==> src/rtl/can_rec_arbiter_pkg.sv <==
// Shared types and constants for the CAN receive arbiter.
package can_arb_pkg;
    localparam int NUM_BUS_MAX = 16;
    localparam int SEL_W       = 5;
    localparam int DATA_W      = 76;

    typedef enum logic [2:0] {
        IDLE,
        READ,
        WAIT_DATA,
        UPLINK,
        GAP
    } arb_state_e;
endpackage

==> src/rtl/can_rec_arbiter_if.sv <==
// Bus bundle between the arbiter, the CAN controllers and the uplink.
// master: arbiter side. slave: controllers/uplink side.
interface can_rec_arbiter_if
    import can_arb_pkg::*;
#(
    parameter int NUM_BUS = can_arb_pkg::NUM_BUS_MAX,
    parameter int DATA_W  = can_arb_pkg::DATA_W
);
    logic [SEL_W-1:0]   n_buses;
    logic [NUM_BUS-1:0] irq_can_rec;
    logic               rd_req;
    logic               rd_done;
    logic [DATA_W-1:0]  rd_data;
    logic [SEL_W-1:0]   can_rec_select;
    logic               busy;
    logic [DATA_W-1:0]  data_rec_uplink;
    logic               uplink_valid;
    logic               uplink_ready;
    logic               timeout_err;

    modport master (
        input  n_buses, irq_can_rec, rd_done, rd_data, uplink_ready,
        output rd_req, can_rec_select, busy, data_rec_uplink, uplink_valid, timeout_err
    );

    modport slave (
        output n_buses, irq_can_rec, rd_done, rd_data, uplink_ready,
        input  rd_req, can_rec_select, busy, data_rec_uplink, uplink_valid, timeout_err
    );
endinterface

==> src/rtl/can_rec_arbiter_rr_pick.sv <==
// Combinational round-robin picker: first set bit at or above ptr within
// 0..n_buses, wrapping to the lowest set bit when nothing is found above.
module rr_pick
    import can_arb_pkg::*;
(
    input  logic [NUM_BUS_MAX-1:0] mask,
    input  logic [SEL_W-1:0]       ptr,
    input  logic [SEL_W-1:0]       n_buses,
    output logic                   found,
    output logic [SEL_W-1:0]       idx
);
    logic [SEL_W-1:0] lim;
    logic [SEL_W-1:0] start;

    // Two passes: upward from ptr, then wrap-around from bus 0
    always_comb begin
        lim   = (n_buses > SEL_W'(NUM_BUS_MAX - 1)) ? SEL_W'(NUM_BUS_MAX - 1) : n_buses;
        start = (ptr > lim) ? '0 : ptr;
        found = 1'b0;
        idx   = '0;
        for (int i = NUM_BUS_MAX - 1; i >= 0; i--) begin
            if (mask[i] && (SEL_W'(i) <= lim) && (SEL_W'(i) >= start)) begin
                found = 1'b1;
                idx   = SEL_W'(i);
            end
        end
        if (!found) begin
            for (int i = NUM_BUS_MAX - 1; i >= 0; i--) begin
                if (mask[i] && (SEL_W'(i) <= lim)) begin
                    found = 1'b1;
                    idx   = SEL_W'(i);
                end
            end
        end
    end
endmodule

==> src/rtl/can_rec_arbiter.sv <==
// Round-robin scheduler sharing the uplink receive path between CAN buses.
// Optional per-bus statistics counters: define CAN_REC_ARB_STATS_EN.
module can_rec_arbiter #(
    parameter int NUM_BUS     = 16,
    parameter int TIMEOUT_CYC = 1024,
    parameter int DATA_W      = can_arb_pkg::DATA_W
) (
    input  logic clk,
    input  logic rst,
`ifdef CAN_REC_ARB_STATS_EN
    input  logic [4:0]  stat_sel,
    output logic [15:0] stat_frames,
    output logic [7:0]  stat_timeouts,
`endif
    can_rec_arbiter_if.master bus
);
    import can_arb_pkg::*;

    localparam int WD_W = (TIMEOUT_CYC > 2) ? $clog2(TIMEOUT_CYC) : 1;
    localparam logic [WD_W-1:0] WD_MAX = WD_W'(TIMEOUT_CYC - 1);

    arb_state_e        state_q, state_d;
    logic [SEL_W-1:0]  sel_q, sel_d;
    logic [SEL_W-1:0]  ptr_q, ptr_d;
    logic [SEL_W-1:0]  n_q, n_d;
    logic [WD_W-1:0]   wd_q, wd_d;
    logic [DATA_W-1:0] data_q, data_d;
    logic              valid_q, valid_d;
    logic              rd_req, timeout, xfer;

    logic [NUM_BUS_MAX-1:0] irq_ext;
    logic                   pick_found;
    logic [SEL_W-1:0]       pick_idx;

    assign irq_ext = NUM_BUS_MAX'(bus.irq_can_rec);

    rr_pick u_pick (
        .mask    (irq_ext),
        .ptr     (ptr_q),
        .n_buses (bus.n_buses),
        .found   (pick_found),
        .idx     (pick_idx)
    );

    // Next-state and transaction control
    always_comb begin
        state_d = state_q;
        sel_d   = sel_q;
        ptr_d   = ptr_q;
        n_d     = n_q;
        wd_d    = wd_q;
        data_d  = data_q;
        valid_d = valid_q;
        rd_req  = 1'b0;
        timeout = 1'b0;
        xfer    = 1'b0;
        case (state_q)
            IDLE: begin
                if (pick_found) begin
                    sel_d   = pick_idx;
                    n_d     = bus.n_buses;
                    state_d = READ;
                end
            end
            READ: begin
                rd_req  = 1'b1;
                wd_d    = '0;
                state_d = WAIT_DATA;
            end
            WAIT_DATA: begin
                if (bus.rd_done) begin
                    data_d  = bus.rd_data;
                    valid_d = 1'b1;
                    state_d = UPLINK;
                end else if (wd_q == WD_MAX) begin
                    timeout = 1'b1;
                    state_d = GAP;
                end else begin
                    wd_d = wd_q + WD_W'(1);
                end
            end
            UPLINK: begin
                if (valid_q && bus.uplink_ready) begin
                    xfer    = 1'b1;
                    valid_d = 1'b0;
                    state_d = GAP;
                end
            end
            GAP: begin
                // n_q is the bus limit captured at grant time
                ptr_d   = ((sel_q == n_q) || (sel_q == SEL_W'(NUM_BUS_MAX - 1))) ? '0 : sel_q + SEL_W'(1);
                state_d = IDLE;
            end
            default: state_d = IDLE;
        endcase
    end

    // State and datapath registers
    always_ff @(posedge clk) begin
        if (rst) begin
            state_q <= IDLE;
            sel_q   <= '0;
            ptr_q   <= '0;
            n_q     <= '0;
            wd_q    <= '0;
            data_q  <= '0;
            valid_q <= 1'b0;
        end else begin
            state_q <= state_d;
            sel_q   <= sel_d;
            ptr_q   <= ptr_d;
            n_q     <= n_d;
            wd_q    <= wd_d;
            data_q  <= data_d;
            valid_q <= valid_d;
        end
    end

    assign bus.rd_req          = rd_req;
    assign bus.can_rec_select  = sel_q;
    assign bus.busy            = (state_q != IDLE);
    assign bus.data_rec_uplink = data_q;
    assign bus.uplink_valid    = valid_q;
    assign bus.timeout_err     = timeout;

`ifdef CAN_REC_ARB_STATS_EN
    logic [15:0] frames_q [NUM_BUS_MAX];
    logic [15:0] frames_d [NUM_BUS_MAX];
    logic [7:0]  touts_q  [NUM_BUS_MAX];
    logic [7:0]  touts_d  [NUM_BUS_MAX];

    // Saturating per-bus counters for delivered frames and timeouts
    always_comb begin
        frames_d = frames_q;
        touts_d  = touts_q;
        if (xfer && (frames_q[sel_q[3:0]] != 16'hFFFF))
            frames_d[sel_q[3:0]] = frames_q[sel_q[3:0]] + 16'd1;
        if (timeout && (touts_q[sel_q[3:0]] != 8'hFF))
            touts_d[sel_q[3:0]] = touts_q[sel_q[3:0]] + 8'd1;
    end

    // Counter storage
    always_ff @(posedge clk) begin
        if (rst) begin
            frames_q <= '{default: '0};
            touts_q  <= '{default: '0};
        end else begin
            frames_q <= frames_d;
            touts_q  <= touts_d;
        end
    end

    assign stat_frames   = (stat_sel < 5'd16) ? frames_q[stat_sel[3:0]] : '0;
    assign stat_timeouts = (stat_sel < 5'd16) ? touts_q[stat_sel[3:0]] : '0;
`endif
endmodule

==> src/flat_wrapper.sv <==
// flat-port wrapper written by rule: the top's interface ports become plain ports
module can_rec_arbiter_flat import can_arb_pkg::*;
#(
    parameter int NUM_BUS     = 16,
    parameter int TIMEOUT_CYC = 1024,
    parameter int DATA_W      = can_arb_pkg::DATA_W
)
  (clk, rst, bus_n_buses, bus_irq_can_rec, bus_rd_done, bus_rd_data, bus_uplink_ready, bus_rd_req, bus_can_rec_select, bus_busy, bus_data_rec_uplink, bus_uplink_valid, bus_timeout_err);
  can_rec_arbiter_if #(.NUM_BUS(NUM_BUS), .DATA_W(DATA_W)) bus_i ();
  input  logic clk;
  input  logic rst;
  input wire logic [$bits(bus_i.n_buses)-1:0] bus_n_buses;
  input wire logic [$bits(bus_i.irq_can_rec)-1:0] bus_irq_can_rec;
  input wire logic [$bits(bus_i.rd_done)-1:0] bus_rd_done;
  input wire logic [$bits(bus_i.rd_data)-1:0] bus_rd_data;
  input wire logic [$bits(bus_i.uplink_ready)-1:0] bus_uplink_ready;
  output wire logic [$bits(bus_i.rd_req)-1:0] bus_rd_req;
  output wire logic [$bits(bus_i.can_rec_select)-1:0] bus_can_rec_select;
  output wire logic [$bits(bus_i.busy)-1:0] bus_busy;
  output wire logic [$bits(bus_i.data_rec_uplink)-1:0] bus_data_rec_uplink;
  output wire logic [$bits(bus_i.uplink_valid)-1:0] bus_uplink_valid;
  output wire logic [$bits(bus_i.timeout_err)-1:0] bus_timeout_err;
  assign bus_i.n_buses = bus_n_buses;
  assign bus_i.irq_can_rec = bus_irq_can_rec;
  assign bus_i.rd_done = bus_rd_done;
  assign bus_i.rd_data = bus_rd_data;
  assign bus_i.uplink_ready = bus_uplink_ready;
  assign bus_rd_req = bus_i.rd_req;
  assign bus_can_rec_select = bus_i.can_rec_select;
  assign bus_busy = bus_i.busy;
  assign bus_data_rec_uplink = bus_i.data_rec_uplink;
  assign bus_uplink_valid = bus_i.uplink_valid;
  assign bus_timeout_err = bus_i.timeout_err;
  can_rec_arbiter #(.NUM_BUS(NUM_BUS), .TIMEOUT_CYC(TIMEOUT_CYC), .DATA_W(DATA_W)) u_core (.clk(clk), .rst(rst), .bus(bus_i));
endmodule
==> config.mk <==
export PLATFORM = sky130hd
export DESIGN_NAME = can_rec_arbiter_flat
export DESIGN_NICKNAME = d
export VERILOG_FILES = /design/src/rtl/can_rec_arbiter_pkg.sv /design/src/rtl/can_rec_arbiter_if.sv /design/src/rtl/can_rec_arbiter_rr_pick.sv /design/src/rtl/can_rec_arbiter.sv /design/src/flat_wrapper.sv
export SDC_FILE = /design/constraint.sdc
export NUM_CORES = 1
export LEC_CHECK = 0
export ABC_AREA = 1
export BUFFER_PORTS_ARGS = -buffer_cell sky130_fd_sc_hd__buf_2
export CORE_MARGIN = 1.5
export CORE_UTILIZATION = 44
export DETAILED_ROUTE_END_ITERATION = 10
export PLACE_DENSITY_LB_ADDON = 0.05
export RECOVER_POWER = 100
export SLEW_MARGIN = 25
export SYNTH_ARGS = -nofsm -noshare
export SYNTH_HDL_FRONTEND = slang
export SYNTH_SLANG_ARGS = --single-unit
==> constraint.sdc <==
create_clock -name clk -period 3.5 [get_ports clk]
set_clock_uncertainty 0.1 [all_clocks]
set_input_delay 0.525 -clock clk [delete_from_list [all_inputs] [get_ports clk]]
set_output_delay 0.525 -clock clk [all_outputs]
set_load 0.005 [all_outputs]
==> impl_metrics.py, run 1 <==
metrics = {
    "cts": {
        "path_clk_slew_ns": 0.11,
        "cts_sinks": 104,
        "cts_tree": "built",
        "cts_max_level": 3,
        "clockBufferDepth": 2,
        "cts_buffers": 9,
        "cts_root_buf": "clkbuf_8",
        "worstSkewPairLatency_ns": 0.37,
        "cts_hold_buf": 0,
    },
    "logic_synthesis": {
        "synth_top_area_share": 0.440,
        "synth_top_family_by_area": "simple AND/OR/NAND/NOR gates",
        "yosysWarnings": 0,
        "synthArstFlopShare": 0,
        "yosys.area.top_type": "dfxtp_1",
        "netlist_top_cells_count": "nor2_1 (193), dfxtp_1 (104), o21ai_0 (99)",
        "yosysUniqueCellTypes": 40,
        "ys_seq_area_frac": 0.440,
        "synth_area_mm2": 0.00474,
        "avgSynthCellArea_um2": 6.83,
        "muxShareOfSynthArea": 0,
        "syn-num-nets": 800,
        "synth_enable_flop_cells": 0,
        "synth_xor_area_frac": 0.00740,
        "ys_ff_latch": 104,
        "yosys.area_share.adder": 0.0159,
        "syn-instance-count": 693,
        "yosys.area_share.simple": 0.308,
        "synthFlopType": "dfxtp_1",
        "yosys-top-cells-area": "dfxtp_1 (44%), nor2_1 (15%), o21ai_0 (10%)",
        "synth.most_common_cell": "nor2_1",
        "synth_compound_area_frac": 0.164,
    },
    "worst_setup_path": {
        "r2r_slack_ns": 0.09,
        "startpoint_type": "input port",
        "cp_data_arrival_time_ns": 3.61,
        "crit_path_top_delay_cell": "ha_4",
        "worstPathMaxFanout": 8,
        "crit_family": "simple AND/OR/NAND/NOR gates",
        "crit_type": "in -> reg",
        "cp-end-kind": "flip-flop",
        "critPathMaxStageDelay_ns": 0.16,
        "r2r_cells": 41,
        "rr_startpoint": "u_core.ptr_q[3]",
        "crit_path_frequent_cell": "nand2_1",
        "crit_cells": 44,
        "crit_buf_inv": 5,
        "reg2reg_to": "u_core.bus.can_rec_select[0]",
        "required_ns": 3.66,
    },
    "route": {
        "totalWireLength_um": 14700,
        "ant_nets": 0,
        "drtIter0Drc": 289,
        "vias_per_cell": 5.01,
        "drcViolationCount": 0,
        "drtPass1Iterations": 6,
        "via_count": 5317,
        "routedWlPerCell_um": 13.8,
    },
    "global_routing": {
        "grt_overflow": 0,
        "grt_use_total": 0.258,
        "grt_pass1_vias": 5153,
        "grt_max_degree": 79,
        "grt_pass1_wl_um": 23600,
        "antenna_found_initial": 0,
    },
    "pwr": {
        "cellPowerDensity_mw_per_mm2": 489,
        "seqPwrFrac": 0.459,
        "clkPwrFrac": 0.242,
        "p_leak_nw": 3.14,
        "switchingPower_mw": 1.10,
        "internal_power_mw": 2.09,
        "pwr-share-comb": 0.298,
        "p_sw_frac": 0.346,
        "peakVddDrop_mv": 0.344,
    },
    "place": {
        "hpwl_um": 10900,
        "port_buffers": 184,
        "dp_slack_ns": -0.405,
        "gp_congestion": 0.942,
    },
    "job": {
        "maxCapViolCount": 0,
    },
    "worst_hold_path": {
        "whs_endpoint": "u_core.bus.data_rec_uplink[49]",
        "min-delay-start": "bus_rd_data[49]",
        "hold_path.class": "in -> reg",
        "holdPathStages": 3,
    },
    "timing": {
        "worstMarginPinSlew_ns": 1.23,
        "max_clock_freq_ghz": 0.290,
        "setup_viol": 0,
        "report.final.slew_viol_count": 0,
        "hold_viol": 0,
        "tns_ns": 0,
        "fin_crit_ns": 3.45,
        "setup_slack_ns": 0.0514,
        "finalCritPeriodShare": 0.985,
        "slew-limit-headroom": 0.182,
        "grt_setup_unrepaired": "yes",
    },
    "floorplanning": {
        "initial_core_util": 0.457,
        "die_height_um": 107,
        "io_pins": 186,
        "core_area_mm2": 0.0104,
        "dieArea_mm2": 0.0114,
        "die_width_um": 107,
        "rows": 37,
    },
    "run_status": {
        "status": "completed",
    },
    "final_layout": {
        "fin_nets": 1028,
        "fillers": 1002,
        "antenna_cells": 0,
        "drive_gt1_frac": 0.277,
        "regArea_mm2": 0.00209,
        "multi_input_area_mm2": 0.00256,
        "synthToLayoutAreaGrowth_pct": 37.6,
    },
}
==> sequential cells by signal (all words and copies together) (netlist names) <==
signal / flops
u_core.bus.data_rec_uplink: 76
u_core.wd_q: 10
u_core.n_q: 5
u_core.ptr_q: 5
u_core.bus.can_rec_select: 4
u_core.state_q: 3
u_core.bus.uplink_valid: 1
==> tightest hold or removal path, cell delays in order <==
cell    delay (ns)
buf_2         0.07
nor2_1        0.03
nor2_1        0.08
==> worst max path at each step <==
stage,startpoint,to,slack [ns]
6_report,bus_n_buses[4],u_core.bus.can_rec_select[0],0.05
3_5_place_dp,bus_n_buses[4],u_core.bus.can_rec_select[0],-0.41
4_1_cts,u_core.ptr_q[3],u_core.bus.can_rec_select[0],0.02
2_1_floorplan,bus_n_buses[4],u_core.bus.can_rec_select[0],0.006
5_1_grt,bus_n_buses[3],u_core.bus.can_rec_select[0],-0.27
3_3_place_gp,bus_n_buses[4],u_core.bus.can_rec_select[0],-0.35
==> repair_timing <==
action | CTS | global route
gates resized for setup | 2 | 48
pin swaps | 0 | 20
setup endpoints to repair | 1 | 12
buffers inserted | 0 | 5
cloned | 0 | 1
==> cells by family after synthesis <==
kind of cell	after synthesis
xor+xnor	4
compound gates	145
simple gates	353
fa+ha+maj	6
buf+inv	79
flops	104
other cells	2
==> layout make-up <==
class / instances / area share
tap: 136 / 0.0261
multi-input combinational: 510 / 0.392
timing repair buffer: 242 / 0.198
sequential: 104 / 0.320
clock inverter: 6 / 0.0123
timing repair inverter: 1 / 0.00115
inverter: 53 / 0.0311
clock buffer: 9 / 0.0190
==> power groups by stage <==
stage               registers, mW  clock network, mW  logic, mW
finish                       1.46              0.773      0.951
global placement             1.48                  0      0.889
CTS                          1.46              0.798      0.910
detailed placement           1.48                  0      0.905
global route                 1.49              0.847       1.07
floorplan                    1.48                  0      0.478
==> layer usage <==
| metal | global-route usage | wire length (um) | share of wire | vias up |
|---|---|---|---|---|
| li1 | - | - | - | 2686 |
| met5 | 0 | 0 | 0 | - |
| met3 | 0.0705 | 1050 | 0.072 | 30 |
| met1 | 0.298 | 5850 | 0.40 | 2431 |
| met2 | 0.455 | 7340 | 0.50 | 170 |
| met4 | 0.0924 | 410 | 0.028 | 0 |
==> cells in the final DEF (no fill, tap or decap), drive strengths merged, types with 4 or more instances in the layout <==
| cell | Yosys | final |
|---|---|---|
| dfxtp | 104 | 104 |
| a21oi | 24 | 24 |
| o21ai | 101 | 101 |
| nor3b | 4 | 4 |
| nor3 | 13 | 13 |
| buf | 2 | 187 |
| nand4 | 4 | 4 |
| a31oi | 8 | 8 |
| clkbuf | 24 | 64 |
| nand2 | 109 | 109 |
| nor2 | 197 | 197 |
| nand3 | 21 | 21 |
| ha | 6 | 6 |
| inv | 50 | 53 |
==> stage by stage <==
| stage | total power [mW] | utilization | std cells | cell area [um^2] | hold slack (ns) |
|---|---|---|---|---|---|
| 6_report | 3.19 | 0.628 | 1061 | 6520 | 0.268 |
| 3_5_place_dp | 2.39 | 0.592 | 1040 | 6140 | 0.353 |
| 5_1_grt | 3.41 | 0.628 | 1061 | 6520 | 0.247 |
| 3_3_place_gp | 2.36 | 0.592 | 1040 | 6140 | 0.350 |
| 2_1_floorplan | 1.96 | - | 693 | 4740 | 0.337 |
| 4_1_cts | 3.17 | 0.611 | 1055 | 6340 | 0.243 |
No activity file was read; power rests on OpenSTA's default activity.
==> run 2, diff against run 1 <==
--- a/config.mk
+++ b/config.mk
@@ -10,7 +10,7 @@
 export CORE_MARGIN = 1.5
 export CORE_UTILIZATION = 44
 export DETAILED_ROUTE_END_ITERATION = 10
-export PLACE_DENSITY_LB_ADDON = 0.05
+export PLACE_DENSITY = 0.76
 export RECOVER_POWER = 100
 export SLEW_MARGIN = 25
 export SYNTH_ARGS = -nofsm -noshare
==> run 2 against run 1 <==
Effect of this change:
- the run now ends with setup timing left
- sequential share of layout area increased by 0.94 points
- design area down 2.9%
- setup slack worse by 0.062 ns
- highest routed layer unchanged
- via count fell by 3.3%
- total power shrank 0.86%
- utilization shrank 1.8 points
- critical endpoint unchanged
- hold slack improved by 0.015 ns
- clock power rose by 7.1%
==> impl_metrics.py, run 2 (synthesis results as in run 1) <==
metrics = {
    "pwr": {
        "cellPowerDensity_mw_per_mm2": 500,
        "peakVddDrop_mv": 0.265,
        "finalPower_mw": 3.16,
        "p_leak_nw": 3.06,
    },
    "global_routing": {
        "grt_overflow": 0,
        "grt_pass1_vias": 4806,
        "grt_max_degree": 78,
        "grt_use_total": 0.235,
        "grtUsageMet2": 0.398,
        "use_met3": 0.0620,
        "antenna_found_initial": 0,
        "busiest_layer": "met2",
        "met1_usage": 0.278,
        "grt_pass1_wl_um": 21700,
    },
    "run_status": {
        "violations": "setup timing",
        "status": "finished with violations",
    },
    "place": {
        "placed_cell_area_mm2": 0.00605,
        "gp_congestion": 0.972,
        "dp_slack_ns": -0.343,
        "placed_cells": 1029,
        "port_buffers": 184,
        "hpwl_um": 10000,
    },
    "worst_setup_path": {
        "worstPathMaxFanout": 5,
        "rr_startpoint": "u_core.ptr_q[3]",
        "endpoint": "u_core.bus.can_rec_select[0]",
        "crit_family": "simple AND/OR/NAND/NOR gates",
        "startpoint_type": "input port",
        "r2r_cells": 41,
        "required_ns": 3.69,
        "crit_path_frequent_cell": "nand2_1",
        "crit_type": "in -> reg",
        "crit_buf_inv": 2,
        "critPathMaxStageDelay_ns": 0.27,
        "cp_data_arrival_time_ns": 3.70,
        "cp-end-kind": "flip-flop",
        "reg2reg_to": "u_core.bus.can_rec_select[0]",
        "crit_path_start": "bus_n_buses[3]",
        "crit_path_top_delay_cell": "ha_4",
        "r2r_slack_ns": 0.01,
        "crit_cells": 43,
    },
    "cts": {
        "path_clk_slew_ns": 0.10,
        "cts_tree": "built",
        "worstSkewPairLatency_ns": 0.35,
        "clockBufferDepth": 2,
        "cts_sinks": 104,
        "cts_hold_buf": 0,
        "cts_root_buf": "clkbuf_8",
        "cts_buffers": 9,
        "cts_max_level": 3,
    },
    "route": {
        "drtIter0Drc": 252,
        "drtPass1Iterations": 4,
        "vias_per_cell": 4.91,
        "routedWlPerCell_um": 13.1,
        "via_count": 5140,
        "ant_nets": 0,
        "totalWireLength_um": 13700,
        "drcViolationCount": 0,
    },
    "final_layout": {
        "antenna_cells": 0,
        "final_common_cell": "nor2_1",
        "synthToLayoutAreaGrowth_pct": 33.6,
        "drive_gt1_frac": 0.251,
        "largest_reg_flops": 76,
        "fillers": 1010,
        "final_cell_mix": "nor2_1 (188), buf_2 (127), dfxtp_1 (102), o21ai_0 (98), nand2_1 (95)",
        "multi_input_area_mm2": 0.00248,
        "instances_no_fill": 1047,
        "regArea_mm2": 0.00208,
        "fin_nets": 1013,
        "final_cell_area_mm2": 0.00633,
    },
    "timing": {
        "setup_viol": 1,
        "hold_viol": 0,
        "setup_slack_ns": -0.0103,
        "report.final.slew_viol_count": 0,
        "slew-limit-headroom": 0.148,
        "finalCritPeriodShare": 1.00,
        "fin_crit_ns": 3.51,
        "max_clock_freq_ghz": 0.285,
        "grt_setup_unrepaired": "yes",
        "worstMarginPinSlew_ns": 1.28,
        "timing.hold.ws_ns": 0.283,
    },
    "floorplanning": {
        "core_area_mm2": 0.0104,
        "dieArea_mm2": 0.0114,
        "rows": 37,
        "initial_core_util": 0.457,
        "io_pins": 186,
        "die_height_um": 107,
        "die_width_um": 107,
    },
    "worst_hold_path": {
        "min-delay-start": "bus_rd_data[12]",
        "hold_path.class": "in -> reg",
    },
    "job": {
        "maxCapViolCount": 0,
    },
}
-- run 2: cell count changes in the layout (fill, tap and decap cells not counted), moves of 2 or more --
cell        previous run  this run
buf_4                 57        42
nand2_1               91        95
clkinvlp_4             3         0
o21ai_0               95        98
buf_1                  0         2
buf_2                129       127
clkinv_4               2         0
nand2_4                3         1
o21ai_2                2         0
-- run 2: worst min-delay path by stage --
stage / cells after the start / end
floorplan: 2 / u_core.n_q[0]
global placement: 2 / u_core.n_q[0]
detailed placement: 2 / u_core.n_q[0]
CTS: 3 / u_core.bus.data_rec_uplink[40]
global route: 3 / u_core.bus.data_rec_uplink[35]
finish: 3 / u_core.bus.data_rec_uplink[12]
-- run 2: layout make-up --
type                       count  share of cell area
clock buffer                  12              0.0229
sequential                   104               0.329
tap                          136              0.0269
timing repair buffer         227               0.185
inverter                      53              0.0314
clock inverter                 4              0.0121
multi-input combinational    511               0.392
-- run 2: what timing repair did --
action | in CTS | in global routing
resized for setup | 0 | 26
endpoints found under the hold margin | 0 | 0
endpoints found under the setup margin | 0 | 12
buffers inserted | 0 | 1
-- run 2: metal layers --
metal / vias up / wire length (um) / share of wire
met2: 173 / 6570 / 0.48
li1: 2652 / - / -
met4: 0 / 419 / 0.031
met5: - / 0 / 0
met1: 2285 / 5840 / 0.43
met3: 30 / 891 / 0.065
-- run 2: metrics by stage --
step	TNS, ns	util
after global placement	-1.55	0.584
final	-0.0103	0.610
after CTS	0	0.605
after detailed placement	-1.61	0.584
after global routing	-1.18	0.610
after floorplan	0	-
-- run 2: where the power goes --
| group | internal, mW | switching, mW |
|---|---|---|
| clock network | 0.428 | 0.401 |
| logic | 0.352 | 0.515 |
| registers | 1.35 | 0.114 |
-- run 2: worst min-delay path, cell delays in order --
cell and delay, ns:
buf_2 0.07, nor2_1 0.03, nor2_1 0.08
==> run 3, diff against run 2 <==
--- a/config.mk
+++ b/config.mk
@@ -6,11 +6,11 @@
 export NUM_CORES = 1
 export LEC_CHECK = 0
 export ABC_AREA = 1
-export BUFFER_PORTS_ARGS = -buffer_cell sky130_fd_sc_hd__buf_2
 export CORE_MARGIN = 1.5
-export CORE_UTILIZATION = 44
+export CORE_UTILIZATION = 57
 export DETAILED_ROUTE_END_ITERATION = 10
-export PLACE_DENSITY = 0.76
+export DONT_BUFFER_PORTS = 1
+export PLACE_DENSITY = 0.75
 export RECOVER_POWER = 100
 export SLEW_MARGIN = 25
 export SYNTH_ARGS = -nofsm -noshare
==> run 3 against run 2 <==
Effect of this change:
- the flow finishes with violations (capacitance limit, slew limit, setup timing)
- clock-buffer cell count decreased by 3
- utilization increased by 4.9 points
- combinational power decreased by 20%
- critical endpoint unchanged
==> impl_metrics.py, run 3 (synthesis results as in run 1) <==
metrics = {
    "run_status": {
        "status": "finished with violations",
        "violations": "capacitance limit, slew limit, setup timing",
    },
    "cts": {
        "path_clk_slew_ns": 0.12,
        "clockBufferDepth": 2,
        "cts_buffers": 9,
        "cts_root_buf": "clkbuf_8",
        "cts_tree": "built",
        "cts_sinks": 104,
        "cts_max_level": 3,
        "worstSkewPairLatency_ns": 0.37,
    },
    "final_layout": {
        "final_common_cell": "nor2_1",
        "multi_input_area_mm2": 0.00249,
        "antenna_cells": 0,
        "synthToLayoutAreaGrowth_pct": 13.2,
        "largest_reg_flops": 76,
        "final_cell_mix": "nor2_1 (188), dfxtp_1 (101), o21ai_0 (97), nand2_1 (94), inv_1 (49)",
        "final_cell_area_mm2": 0.00536,
        "drive_gt1_frac": 0.133,
        "fin_nets": 817,
        "fillers": 709,
        "regArea_mm2": 0.00209,
    },
    "worst_setup_path": {
        "crit_path_frequent_cell": "nand2_1",
        "worstPathMaxFanout": 8,
        "required_ns": 3.65,
        "crit_type": "in -> reg",
        "crit_path_top_delay_cell": "ha_4",
        "rr_startpoint": "u_core.ptr_q[3]",
        "cp-end-kind": "flip-flop",
        "reg2reg_to": "u_core.bus.can_rec_select[0]",
        "r2r_cells": 43,
        "r2r_slack_ns": -0.03,
        "startpoint_type": "input port",
        "critPathMaxStageDelay_ns": 0.25,
        "cp_data_arrival_time_ns": 3.68,
    },
    "global_routing": {
        "grt_max_degree": 79,
        "grt_pass1_vias": 4289,
        "grt_overflow": 0,
        "antenna_found_initial": 0,
        "grt_use_total": 0.278,
        "grt_pass1_wl_um": 19400,
    },
    "place": {
        "gp_congestion": 1.10,
        "port_buffers": 0,
        "dp_slack_ns": -0.238,
        "placed_cell_area_mm2": 0.00500,
        "hpwl_um": 9220,
    },
    "timing": {
        "report.final.slew_viol_count": 79,
        "worstMarginPinSlew_ns": 2.20,
        "slew-limit-headroom": -0.465,
        "hold_viol": 0,
        "timing.hold.ws_ns": 0.110,
        "finalCritPeriodShare": 1.01,
        "setup_slack_ns": -0.0371,
        "setup_viol": 1,
        "fin_crit_ns": 3.54,
        "max_clock_freq_ghz": 0.283,
        "grt_setup_unrepaired": "yes",
    },
    "worst_hold_path": {
        "hold_path.class": "in -> reg",
        "holdPathStages": 1,
        "min-delay-start": "rst",
        "whs_endpoint": "u_core.bus.uplink_valid",
    },
    "route": {
        "vias_per_cell": 5.62,
        "ant_nets": 0,
        "drtIter0Drc": 253,
        "routedWlPerCell_um": 15.6,
        "totalWireLength_um": 12800,
        "via_count": 4607,
        "drcViolationCount": 0,
        "drtPass1Iterations": 6,
    },
    "floorplanning": {
        "io_pins": 186,
        "die_height_um": 94.2,
        "dieArea_mm2": 0.00886,
        "initial_core_util": 0.582,
        "die_width_um": 94.2,
        "rows": 33,
        "core_area_mm2": 0.00813,
    },
    "pwr": {
        "peakVddDrop_mv": 0.290,
        "cellPowerDensity_mw_per_mm2": 553,
        "p_leak_nw": 2.40,
    },
    "job": {
        "maxCapViolCount": 1,
    },
}
## run 3: changes by cell type in the layout (fill, tap and decap cells not counted), moves of 2 or more
cell / before / now
buf_4: 42 / 31
o21ai_2: 0 / 3
inv_6: 0 / 3
buf_2: 127 / 0
clkbuf_1: 56 / 0
bufinv_16: 2 / 0
clkinv_8: 0 / 3
buf_1: 2 / 0
## run 3: power by group
group / switching (mW) / internal [mW]
Sequential: 0.152 / 1.35
Clock: 0.473 / 0.294
Combinational: 0.440 / 0.253
Total: 1.07 / 1.90
## run 3: worst max-delay path, delay by kind of cell
family,cells,cell delay (ns)
AO/OA/AOI/OAI,2,0.13
AND/OR/NAND/NOR,41,2.79
adder cells (fa/ha/maj),1,0.25
## run 3: what timing repair did
item / in CTS / in global routing
buffers inserted: 0 / 3
hold buffers: 0 / 0
gates resized for setup: 1 / 29
pin swaps: 0 / 13
setup endpoints to repair: 1 / 12
## run 3: area by class of cell
type / count / share of cell area
flip-flops and latches: 104 / 0.389
clock inverters: 7 / 0.0170
inverters: 53 / 0.0371
repair buffers: 32 / 0.0455
multi-input cells: 510 / 0.464
clock buffers: 9 / 0.0231
well taps: 105 / 0.0245
## run 3: metrics by stage
stage	cells	total power, mW	utilization	setup TNS (ns)
3_5_place_dp	801	2.18	0.615	-1.64
2_1_floorplan	693	1.96	-	0
6_report	820	2.97	0.659	-0.0371
4_1_cts	817	2.94	0.641	0
3_3_place_gp	801	2.15	0.614	-0.0972
5_1_grt	820	3.14	0.659	-0.637
## run 3: how the worst max path moves through the flow
stage	startpoint	end	slack, ns	cells after the start
after floorplan	bus_n_buses[4]	u_core.bus.can_rec_select[0]	0.006	44
after global placement	bus_n_buses[4]	u_core.bus.can_rec_select[0]	-0.1	44
after detailed placement	bus_n_buses[4]	u_core.bus.can_rec_select[0]	-0.24	44
after CTS	u_core.ptr_q[3]	u_core.bus.can_rec_select[0]	0.03	43
after global routing	bus_n_buses[4]	u_core.bus.can_rec_select[0]	-0.45	44
final	bus_n_buses[4]	u_core.bus.can_rec_select[0]	-0.04	44
## run 3: routing by layer
metal / part of all wire / global-route usage
met5: 0 / 0
met4: 0.042 / 0.160
met3: 0.080 / 0.0728
met2: 0.50 / 0.470
met1: 0.38 / 0.314
